$ cat config.mk
export PLATFORM = sky130hd
export DESIGN_NAME = bus_dma_master
export DESIGN_NICKNAME = d
export VERILOG_FILES = /design/src/rtl/bus_dma_master.sv
export SDC_FILE = /design/constraint.sdc
export NUM_CORES = 1
export LEC_CHECK = 0
export ABC_AREA = 1
export CAP_MARGIN = 5
export CORE_MARGIN = 2
export CORE_UTILIZATION = 47
export CTS_BUF_LIST = sky130_fd_sc_hd__clkbuf_8
export CTS_CLUSTER_SIZE = 30
export DETAILED_ROUTE_END_ITERATION = 6
export MAX_ROUTING_LAYER = met4
export PLACE_DENSITY = 0.72
export SETUP_SLACK_MARGIN = 0.1
export SYNTH_ARGS = -nofsm -noshare
export SYNTH_HDL_FRONTEND = slang
export SYNTH_SLANG_ARGS = --single-unit
export TNS_END_PERCENT = 5
$ cat constraint.sdc
create_clock -name clk -period 3.9 [get_ports clk]
set_input_delay 0.78 -clock clk [delete_from_list [all_inputs] [get_ports clk]]
set_output_delay 0.78 -clock clk [all_outputs]
set_load 0.02 [all_outputs]
$ cat src/rtl/bus_dma_master.sv
// bus_dma_master: single-channel DMA engine doing word copy, constant fill and responder clear
// over a simple one-cycle select/load bus.
module bus_dma_master #(
  parameter int ADDR_W = 12,
  parameter int DATA_W = 16
) (
  input  logic              clk,
  input  logic              res,
  input  logic              start,
  input  logic              abort,
  input  logic [1:0]        mode,
  input  logic [ADDR_W-1:0] src_addr,
  input  logic [ADDR_W-1:0] dst_addr,
  input  logic [ADDR_W-1:0] len,
  input  logic [DATA_W-1:0] fill_value,
  output logic              busy,
  output logic              done,
  output logic              err,
  output logic [ADDR_W-1:0] mem_addr,
  output logic [DATA_W-1:0] mem_wdata,
  input  logic [DATA_W-1:0] mem_rdata,
  output logic              mem_sel,
  output logic              mem_ld,
  output logic              mem_clr
);
  typedef enum logic [2:0] {IDLE, RD, CAP, WR, CLR, FIN} state_t;
  state_t state, state_n;
  logic [ADDR_W-1:0] src_r, dst_r, len_r, i, i_n, src_l, dst_l, addr_n;
  logic [DATA_W-1:0] fill_r, fill_l, buf_r, buf_n, wdata_n;
  logic [1:0] mode_r, mode_l;
  logic launch, live, last, fail;
  logic busy_n, done_n, err_n, sel_n, ld_n, clr_n;
  assign launch = state == IDLE && start;
  assign live = state inside {RD, CAP, WR, CLR};
  assign last = i + ADDR_W'(1) == len_r;
  // job parameters as seen by the next cycle, so outputs can be registered from the launch edge
  assign src_l = launch ? src_addr : src_r;
  assign dst_l = launch ? dst_addr : dst_r;
  assign fill_l = launch ? fill_value : fill_r;
  assign mode_l = launch ? mode : mode_r;
  always_ff @(posedge clk or negedge res)
    if (!res) begin
      state <= IDLE;
      i <= '0;
      buf_r <= '0;
      src_r <= '0;
      dst_r <= '0;
      len_r <= '0;
      fill_r <= '0;
      mode_r <= '0;
      busy <= 1'b0;
      done <= 1'b0;
      err <= 1'b0;
      mem_sel <= 1'b0;
      mem_ld <= 1'b1;
      mem_clr <= 1'b0;
      mem_addr <= '0;
      mem_wdata <= '0;
    end else begin
      state <= state_n;
      i <= i_n;
      buf_r <= buf_n;
      src_r <= src_l;
      dst_r <= dst_l;
      len_r <= launch ? len : len_r;
      fill_r <= fill_l;
      mode_r <= mode_l;
      busy <= busy_n;
      done <= done_n;
      err <= err_n;
      mem_sel <= sel_n;
      mem_ld <= ld_n;
      mem_clr <= clr_n;
      mem_addr <= addr_n;
      mem_wdata <= wdata_n;
    end
  always_comb begin
    state_n = state;
    case (state)
      IDLE: if (start) state_n = mode == 2'b11 ? FIN : mode == 2'b10 ? CLR : len == '0 ? FIN : mode == 2'b00 ? RD : WR;
      RD: state_n = CAP;
      CAP: state_n = WR;
      WR: state_n = last ? FIN : mode_r == 2'b00 ? RD : WR;
      CLR: state_n = FIN;
      default: state_n = IDLE;
    endcase
    if (live && abort) state_n = FIN;
  end
  // outputs are precomputed from the next state and registered
  always_comb begin
    i_n = launch ? '0 : state == WR ? i + ADDR_W'(1) : i;
    buf_n = state == CAP ? mem_rdata : buf_r;
    fail = (launch && mode == 2'b11) || (live && abort);
    busy_n = state_n inside {RD, CAP, WR, CLR};
    done_n = state_n == FIN && !fail;
    err_n = state_n == FIN && fail;
    sel_n = state_n inside {RD, WR};
    ld_n = state_n != WR;
    clr_n = state_n == CLR;
    addr_n = state_n == RD ? src_l + i_n : state_n == WR ? dst_l + i_n : '0;
    wdata_n = state_n != WR ? '0 : mode_l == 2'b00 ? buf_n : fill_l;
  end
endmodule

==> results.ini, run 1 <==
[critical_path]
slowest_stage = clkdlybuf4s50_1
reg2reg_to = mem_addr[9]
cp_num_buf_inv = 2
worst-path-max-fanout = 48
r2r_cells = 15
start_kind = input pin
cp_top_family = compound AO/OA/AOI/OAI gates
cp.arrival_ns = 3.61
critical_path_required_ns = 4.28
r2r_slack_ns = 0.78
path_common_cell = a21oi_1
crit_path_cell_trace = clkdlybuf4s50_1 > nand2_2 > buf_12 > o21ai_0 > a21oi_1 > ha_1 > a21oi_1 > a21boi_0 > o21ai_0 > a21oi_1 > xor2_1 > nand4_1 > nand2_1
crit_type = in -> reg
crit_path_end_kind = register
r2r-start = i[0]
cpPeakStageDelay_ns = 0.43

[logic_synthesis]
synth.area.top_cells = dfrtp_1, nand2_1, inv_1
syn_area_sq_mm = 0.00632
synthCells = 768
synth_edf_count = 0
synth_nets = 867
async_reset_ff_frac = 1.00
ys_seq_area_frac = 0.471
yosysTopAreaCell = dfrtp_1
yosysWarnings = 0
synth_top_area_frac = 0.467
ys_ff_latch = 119
avgSynthCellArea_sq_um = 8.23
synthFlopType = dfrtp_1
synthDistinctLibCells = 38

[clock_tree]
postCtsSetupRepairBufs = 0
clkSlewWorstSetupHoldPaths_ns = 0.08
htreeDepth = 4
cts_tree = done
cts_root_buf = clkbuf_8
clk_path_buf_depth = 2
cts.sinks = 119
ctsHoldBuffers = 0
numCtsBuffers = 17
cts-resized-gates = 0
clock_latency_ns = 0.45

[floorplan]
std_cell_rows = 42
die_area_sq_mm = 0.0144
die_h_microns = 120
die_w_microns = 120
core-area_sq_mm = 0.0132
io_pins = 108
floorplan.initialDensity = 0.479

[global_routing]
grt_pass1_vias = 5155
grt_pass1_wl_microns = 25000
grt_max_degree = 68
gr-total-overflow = 0
grtUsageTotal = 0.231
antenna_found_initial = 0

[timing]
maxSlewViolCount = 0
fin_crit_ns = 3.22
finalSetupViolations = 0
skew_ns = 0.0121
fmax_ghz = 0.310
rsz0062_at_grt = false
hold_viol_final = 0
fin_tns_setup_ns = 0
slew_headroom = 0.396
tightest_slew_ns = 0.906
min_period_over_period = 0.827

[power]
internal_power_mw = 3.86
power_frac_clock = 0.148
swShare = 0.462
total_power_mw = 7.17
power.share.sequential = 0.278
p_leak_nw = 3.97
irDropWorstVdd_mv = 0.515
power_density_mw_per_mm2 = 901
combPwrFrac = 0.574
p_sw_mw = 3.31

[run_status]
status = completed

[final_layout]
finalNetCount = 979
syn_to_final_growth_pct = 26.0
drive_gt1_frac = 0.111
antenna_cells = 0
fillers = 1168

[worst_hold_path]
hold_class = in -> async

[drt]
drc = 0
met2_wirelength_microns = 7380
dr.pass1.iters = 4
drtAntennaViolNets = 0
m1WireLength_microns = 6780
totalWireLength_microns = 15300
vias = 5286
vias_per_cell = 4.94
wire_per_inst_microns = 14.3
met3_length_microns = 777
drt_iter0_drc = 383
top_layer = met4

[job]
max_cap_violations = 0

[place]
hpwlAfterDp_microns = 11200
port-buffer-count = 107
place_congestion = 0.964

==> placed cells by master, fill, tap and decap left out, types with 2 or more instances in the layout <==
cell	instances
o2111ai_1	2
nand4_1	17
nand3b_1	3
clkdlybuf4s50_1	106
inv_6	2
buf_4	9
clkbuf_8	18
nor2_4	3
o21ai_1	3
nor3_1	5
o21ai_0	63
o211ai_1	5
xor2_1	14
o21bai_1	2
ha_1	23
nand3_2	2
a21oi_1	26
clkinv_2	2
nor2_1	34
fa_1	2
or2_2	16
buf_12	2
nand2_1	217
dfrtp_1	118
nand3_1	43
clkinv_4	3
inv_1	98
mux2_2	16
clkinvlp_4	4
nand2_2	3
nor2_2	12
xnor2_1	8
a31oi_1	2
==> synth_stat cells, drive strengths merged, types with 8 or more instances <==
cell type / count
a21oi: 27
buf: 8
clkbuf: 16
dfrtp: 118
ha: 23
inv: 99
mux2: 16
nand2: 221
nand3: 45
nand4: 17
nor2: 49
o21ai: 66
or2: 17
xnor2: 8
xor2: 14
==> registers in the layout (all words and copies together) (netlist names), 2 cells and up <==
register,count
buf_r,16
dst_r,12
fill_r,16
i,12
len_r,12
mem_addr,12
mem_wdata,16
mode_r,2
src_r,12
state,3
==> layer usage <==
metal	vias up	track usage
li1	2686	-
met1	2416	0.290
met2	158	0.367
met3	26	0.0490
met4	0	0.0904
met5	-	-
==> worst max-delay path by stage <==
stage	startpoint	to	depth (start not counted)
after floorplan	start	mem_addr[9]	14
after global placement	start	mem_addr[9]	14
after detailed placement	start	mem_addr[9]	15
after CTS	start	mem_addr[9]	15
after global routing	start	mem_addr[9]	14
final	start	mem_addr[9]	13
==> cell type report <==
class	instances	area [sq um]	area share
Multi-Input combinational cell	526	2840	0.357
Tap cell	176	220	0.0277
Timing Repair Buffer	117	1170	0.147
Inverter	99	374	0.0470
Clock inverter	14	129	0.0162
Sequential cell	119	2980	0.374
Clock buffer	18	248	0.0311
==> metrics by stage <==
stage	util	hold WS, ns	setup WS [ns]	cells	instance area (sq um)
final	0.604	0.430	0.675	1069	7960
after global routing	0.604	0.489	0.373	1069	7960
after CTS	0.604	0.448	0.711	1069	7960
after detailed placement	0.575	0.470	0.253	1037	7590
after global placement	0.575	0.466	0.385	1037	7590
after floorplan	-	0.448	0.642	768	6320
==> power groups by stage <==
stage	Clock, mW	Combinational [mW]	Sequential [mW]
final	1.06	4.11	2.00
after global routing	1.15	4.66	2.05
after CTS	1.08	4.13	2.00
after detailed placement	0	4.09	2.02
after global placement	0	4.07	2.00
after floorplan	0	2.94	2.08
==> cell families (layout without fill, tap and decap cells) <==
logic type | after synthesis | in the layout | share of synthesized area
simple gates | 357 | 357 | 0.249
compound gates | 106 | 106 | 0.0897
fa+ha+maj | 25 | 25 | 0.0519
flops | 119 | 119 | 0.471
xor+xnor | 22 | 22 | 0.0305
buf+inv | 123 | 248 | 0.0788
mux | 16 | 16 | 0.0285
Note: power is estimated with default switching activity, not from simulation.
==> inputs of run 2 (changes only) <==
==> constraint.sdc (replaced) <==
create_clock -name clk -period 3.25 [get_ports clk]
set_input_delay 0.65 -clock clk [delete_from_list [all_inputs] [get_ports clk]]
set_output_delay 0.65 -clock clk [all_outputs]
set_load 0.02 [all_outputs]
==> results.ini, run 2 (synthesized netlist as in run 1, its figures left out) <==
[floorplan]
die_h_microns = 120  ; unchanged
io_pins = 108  ; unchanged
core-area_sq_mm = 0.0132  ; unchanged
std_cell_rows = 42  ; unchanged
die_area_sq_mm = 0.0144  ; unchanged
floorplan.initialDensity = 0.479  ; unchanged
die_w_microns = 120  ; unchanged

[final_layout]
reg.largest.list = buf_r (16), fill_r (16), mem_wdata (16)
antenna_cells = 0  ; unchanged
mostFrequentLayoutCells = nand2_1, dfrtp_1, clkdlybuf4s50_1
seqCellArea_sq_mm = 0.00298  ; about the same
final_common_cell = nand2_1
fillers = 1130  ; -3.3%
drive_gt1_frac = 0.153  ; +0.0419
multiInputGateArea_sq_mm = 0.00285  ; +0.13%
fin_util = 0.635  ; +0.0318
syn_to_final_growth_pct = 32.6
finalNetCount = 1022  ; +4.4%

[critical_path]
cp.arrival_ns = 3.21  ; -0.40 ns
worst-path-max-fanout = 6  ; -88%
start_kind = register
critical_path_required_ns = 3.58  ; -0.70 ns
crit_type = reg -> reg
slowest_stage = dfrtp_2
path_common_cell = nand2_1
cpPeakStageDelay_ns = 0.45  ; +0.02 ns
crit_path_end_kind = register
crit_path_cell_trace = ha_1 > nand3_1 > inv_1 > nand2_1 > nand2_1 > o21ai_0 > a21oi_1 > buf_4 > ha_1 > buf_4 > nand2_1 > o21ai_1 > a21oi_1 > o21ai_0 > xor2_1 > inv_1 > nand2_1 > nand2_1

[clock_tree]
cts_root_buf = clkbuf_8
clk_path_buf_depth = 2  ; unchanged
cts.sinks = 119  ; unchanged
clock_latency_ns = 0.44  ; about the same
cts_tree = done
numCtsBuffers = 17  ; unchanged
clkSlewWorstSetupHoldPaths_ns = 0.07  ; about the same
htreeDepth = 4  ; unchanged
postCtsSetupRepairBufs = 0  ; unchanged

[power]
internal_power_mw = 5.49  ; +42%
p_leak_nw = 4.22  ; +6.4%
combPwrFrac = 0.590  ; +0.016
total_power_mw = 9.57  ; +33%
power_density_mw_per_mm2 = 1140  ; +27%
power_frac_clock = 0.160  ; +0.012
p_sw_mw = 4.08  ; +23%
irDropWorstVdd_mv = 0.676  ; +31%
power.share.sequential = 0.250  ; -0.028
swShare = 0.426  ; -0.0357

[drt]
totalWireLength_microns = 15900  ; +3.7%
drtAntennaViolNets = 0  ; unchanged
drc = 0  ; unchanged
vias_per_cell = 4.95  ; about the same
vias = 5501  ; +4.1%
dr.pass1.iters = 5  ; +1
drt_iter0_drc = 291  ; -24%
wire_per_inst_microns = 14.3  ; -0.28%

[timing]
fmax_ghz = 0.347
min_period_over_period = 0.886
finalSetupViolations = 0  ; unchanged
hold_viol_final = 0  ; unchanged
slew_headroom = 0.450  ; +0.0541
skew_ns = 0.00859  ; -0.00348 ns
maxSlewViolCount = 0  ; unchanged
rsz0062_at_grt = true
tightest_slew_ns = 0.822  ; -0.0834 ns
fin_crit_ns = 2.88

[global_routing]
grt_pass1_vias = 5494  ; +6.6%
grtUsageTotal = 0.244  ; +0.0128
antenna_found_initial = 0  ; unchanged
grt_pass1_wl_microns = 26400  ; +5.7%
grt_max_degree = 48  ; -29%
gr-total-overflow = 0  ; unchanged

[place]
hpwlAfterDp_microns = 11900  ; +5.8%
place_congestion = 0.889  ; -7.7%
port-buffer-count = 107  ; unchanged

[worst_hold_path]
hold_class = in -> async

[run_status]
status = completed

[job]
max_cap_violations = 0  ; unchanged

## run 2: cell count changes in the layout (fill, tap and decap cells not counted), sizes merged
cell | previous run | this run
clkinv | 5 | 4
inv | 103 | 101
bufinv | 1 | 5
buf | 11 | 54
clkinvlp | 4 | 3
## run 2: routing by layer
layer	part of all wire	vias to the layer above	GRT usage	wire length, microns
met3	0.041	22	0.0509	652
li1	-	2774	-	-
met1	0.45	2557	0.297	7150
met2	0.49	148	0.407	7800
met4	0.016	0	0.0779	261
met5	0	-	-	0
## run 2: worst paths after layout
check | start | end | slack (ns) | depth (start not counted)
max in group asynchronous | res | i[0] | 2.20 | 2
hold / removal | res | mem_wdata[4] | 0.21 | 1
min in group clk | src_r[9] | src_r[9] | 0.48 | 2
hold reg to reg | src_r[9] | src_r[9] | 0.48 | 2
setup / recovery | i[0] | mem_addr[8] | 0.37 | 18
setup reg to reg | i[0] | mem_addr[8] | 0.37 | 18
## run 2: final cells by class
| class | instances | area share |
|---|---|---|
| Clock inverter | 14 | 0.0248 |
| Timing Repair Buffer | 160 | 0.179 |
| Tap cell | 176 | 0.0263 |
| Multi-Input combinational cell | 526 | 0.340 |
| Inverter | 99 | 0.0446 |
| Clock buffer | 18 | 0.0296 |
| Sequential cell | 119 | 0.356 |
## run 2: power by group through the flow
stage | clock network [mW] | registers (mW) | logic [mW]
finish | 1.53 | 2.40 | 5.65
global route | 1.63 | 2.46 | 6.36
CTS | 1.55 | 2.40 | 5.63
detailed placement | 0 | 2.41 | 5.58
global placement | 0 | 2.40 | 5.53
floorplan | 0 | 2.49 | 3.52
## run 2: critical path: cells and delay by family (launching register included)
family,cells,cell delay [ns]
flops,1,0.45
compound gates,5,0.73
buf+inv,4,0.39
simple gates,6,0.43
xor+xnor,1,0.18
fa+ha+maj,2,0.57
## run 2: what timing repair did
item	in CTS	in global routing
resized for setup	0	4
endpoints found under the hold margin	0	0
hold buffers	0	0
endpoints found under the setup margin	0	5
## run 2: stage by stage
stage	hold WS (ns)	setup slack, ns	TNS (ns)	instance area (sq um)	cells
2_1_floorplan	0.354	0.122	0	6320	768
3_3_place_gp	0.466	0.0149	0	7920	1080
3_5_place_dp	0.472	-0.0512	-0.0650	7920	1080
4_1_cts	0.219	0.325	0	8380	1112
5_1_grt	0.234	0.0162	0	8380	1112
6_report	0.208	0.370	0	8380	1112
==> inputs of run 3 (changes only) <==
--- a/config.mk
+++ b/config.mk
@@ -12,8 +12,8 @@
 export CTS_BUF_LIST = sky130_fd_sc_hd__clkbuf_8
 export CTS_CLUSTER_SIZE = 30
 export DETAILED_ROUTE_END_ITERATION = 6
+export DONT_BUFFER_PORTS = 1
 export MAX_ROUTING_LAYER = met4
-export PLACE_DENSITY = 0.72
 export SETUP_SLACK_MARGIN = 0.1
 export SYNTH_ARGS = -nofsm -noshare
 export SYNTH_HDL_FRONTEND = slang
==> constraint.sdc (replaced) <==
create_clock -name clk -period 3.25 [get_ports clk]
set_input_delay 0.65 -clock clk [delete_from_list [all_inputs] [get_ports clk]]
set_output_delay 0.65 -clock clk [all_outputs]
set_load 0.05 [all_outputs]
==> results.ini, run 3 (synthesized netlist as in run 1, its figures left out) <==
[floorplan]
die_w_microns = 120  ; unchanged
die_area_sq_mm = 0.0144  ; unchanged
io_pins = 108  ; unchanged
die_h_microns = 120  ; unchanged
std_cell_rows = 42  ; unchanged
core-area_sq_mm = 0.0132  ; unchanged
floorplan.initialDensity = 0.479  ; unchanged

[clock_tree]
clock_latency_ns = 0.45  ; about the same
clkSlewWorstSetupHoldPaths_ns = 0.07  ; about the same
cts_tree = done
numCtsBuffers = 17  ; unchanged
cts_root_buf = clkbuf_8
clk_path_buf_depth = 2  ; unchanged
htreeDepth = 4  ; unchanged
cts.sinks = 119  ; unchanged

[global_routing]
antenna_found_initial = 0  ; unchanged
grt_pass1_wl_microns = 25600  ; -3.2%
grt_max_degree = 120  ; +150%
gr-total-overflow = 0  ; unchanged
grt_pass1_vias = 5040  ; -8.3%
grtUsageTotal = 0.239  ; -0.00457

[final_layout]
reg.largest.list = buf_r (16), fill_r (16), mem_wdata (16)
antenna_cells = 0  ; unchanged
fin_util = 0.532  ; -0.104
finalNetCount = 881  ; -14%
fin_cells = 971  ; -13%
mostFrequentLayoutCells = nand2_1, dfrtp_1, inv_1
syn_to_final_growth_pct = 11.0
final_common_cell = nand2_1
drive_gt1_frac = 0.140  ; -0.0132
fillers = 1253  ; +11%

[critical_path]
start_kind = register
reg2reg_to = mem_addr[9]
slowest_stage = dfrtp_1
cp.arrival_ns = 3.34  ; +0.13 ns
cpPeakStageDelay_ns = 0.39  ; -0.06 ns
r2r_slack_ns = 0.29  ; -0.08 ns
r2r-start = state[0]
critical_path_required_ns = 3.63  ; +0.05 ns
cp_top_family = simple AND/OR/NAND/NOR gates
r2r_cells = 16  ; -2
worst-path-max-fanout = 34  ; +28
cp_num_buf_inv = 2  ; -2
crit_path_end_kind = register
crit_path_cell_trace = inv_1 > nand2_1 > nor2_2 > nand2_2 > buf_6 > nand2_1 > nand2_1 > ha_1 > a21oi_1 > nand2_1 > a21boi_1 > o21ai_0 > a21oi_1 > xor2_1 > nand4_1 > nand2_1
path_common_cell = nand2_1
crit_type = reg -> reg

[timing]
fmax_ghz = 0.337  ; -2.8%
finalSetupViolations = 0  ; unchanged
hold_ws_ns = -0.0934  ; -0.301 ns
tightest_slew_ns = 0.905  ; +0.0826 ns
rsz0062_at_grt = true
skew_ns = 0.0112  ; +0.00265 ns
min_period_over_period = 0.912  ; +0.0258
fin_tns_setup_ns = 0  ; unchanged
maxSlewViolCount = 0  ; unchanged
hold_viol_final = 118  ; +118
fin_crit_ns = 2.96  ; +0.0837 ns
slew_headroom = 0.397  ; -0.0535

[place]
placed_cells = 932  ; -14%
port-buffer-count = 0  ; -100%
place_congestion = 0.905  ; +1.7%
hpwlAfterDp_microns = 11600  ; -2.1%

[drt]
totalWireLength_microns = 15800  ; -0.16%
wire_per_inst_microns = 16.3  ; +14%
dr.pass1.iters = 5  ; unchanged
vias_per_cell = 5.18  ; +4.6%
drtAntennaViolNets = 0  ; unchanged
drc = 0  ; unchanged
drt_iter0_drc = 303  ; +4.1%
vias = 5025  ; -8.7%

[job]
max_cap_violations = 0  ; unchanged

[power]
p_leak_nw = 3.62  ; -14%
power_frac_clock = 0.165  ; +0.005
combPwrFrac = 0.520  ; -0.070
internal_power_mw = 4.69  ; -15%
swShare = 0.476  ; +0.0492
total_power_mw = 8.94  ; -6.6%
p_sw_mw = 4.25  ; +4.2%
irDropWorstVdd_mv = 0.683  ; +1.1%
power_density_mw_per_mm2 = 1270  ; +12%
power.share.sequential = 0.315  ; +0.065

[run_status]
status = finished, violations left
violations = negative hold slack

[worst_hold_path]
hold_class = in -> async

## run 3: cell types whose count changed in the layout (fill, tap and decap cells not counted), sizes merged
cell,delta
bufinv,-1
clkbuf,+1
buf,-36
clkdlybuf4s50,-106
inv,-1
clkinv,+2
## run 3: power groups by stage
stage / Combinational (mW) / Clock, mW / Sequential (mW)
after floorplan: 3.52 / 0 / 2.74
after detailed placement: 4.53 / 0 / 2.84
after global placement: 4.49 / 0 / 2.83
after CTS: 4.58 / 1.50 / 2.82
after global routing: 5.28 / 1.58 / 2.88
final: 4.65 / 1.47 / 2.82
## run 3: how the worst max path moves through the flow
stage	endpoint	cells past startpoint	startpoint
after floorplan	mem_addr[9]	14	start
after global placement	mem_addr[9]	15	start
after detailed placement	mem_addr[9]	16	state[0]
after CTS	mem_addr[9]	16	state[0]
after global routing	mem_addr[9]	15	state[0]
final	mem_addr[9]	16	state[0]
## run 3: routing by layer
metal,routed length [microns],vias up,track usage
met4,497,0,0.111
met5,0,-,-
li1,-,2487,-
met3,828,31,0.0547
met2,7690,147,0.384
met1,6820,2360,0.287
## run 3: timing repair
action / 4_1_cts / 5_1_grt
buffers inserted: 0 / 6
endpoints found under the hold margin: 118 / 118
endpoints found under the setup margin: 0 / 18
resized for setup: 0 / 8
## run 3: area by class of cell
cell class | instances | area [sq um] | share of cell area
Multi-Input combinational cell | 526 | 2850 | 0.407
Clock buffer | 19 | 262 | 0.0373
Timing Repair Buffer | 18 | 139 | 0.0198
Inverter | 99 | 378 | 0.0539
Sequential cell | 119 | 2980 | 0.425
Timing Repair inverter | 1 | 7.51 | 0.00107
Clock inverter | 13 | 178 | 0.0253
Tap cell | 176 | 220 | 0.0314
## run 3: metrics by stage
stage | cell area [sq um] | hold WS, ns | setup slack, ns
6_report | 7020 | -0.0934 | 0.286
5_1_grt | 7020 | -0.139 | 0.0449
4_1_cts | 6950 | -0.131 | 0.168
3_5_place_dp | 6510 | 0.361 | 0.198
3_3_place_gp | 6510 | 0.360 | 0.312
2_1_floorplan | 6320 | 0.354 | 0.122
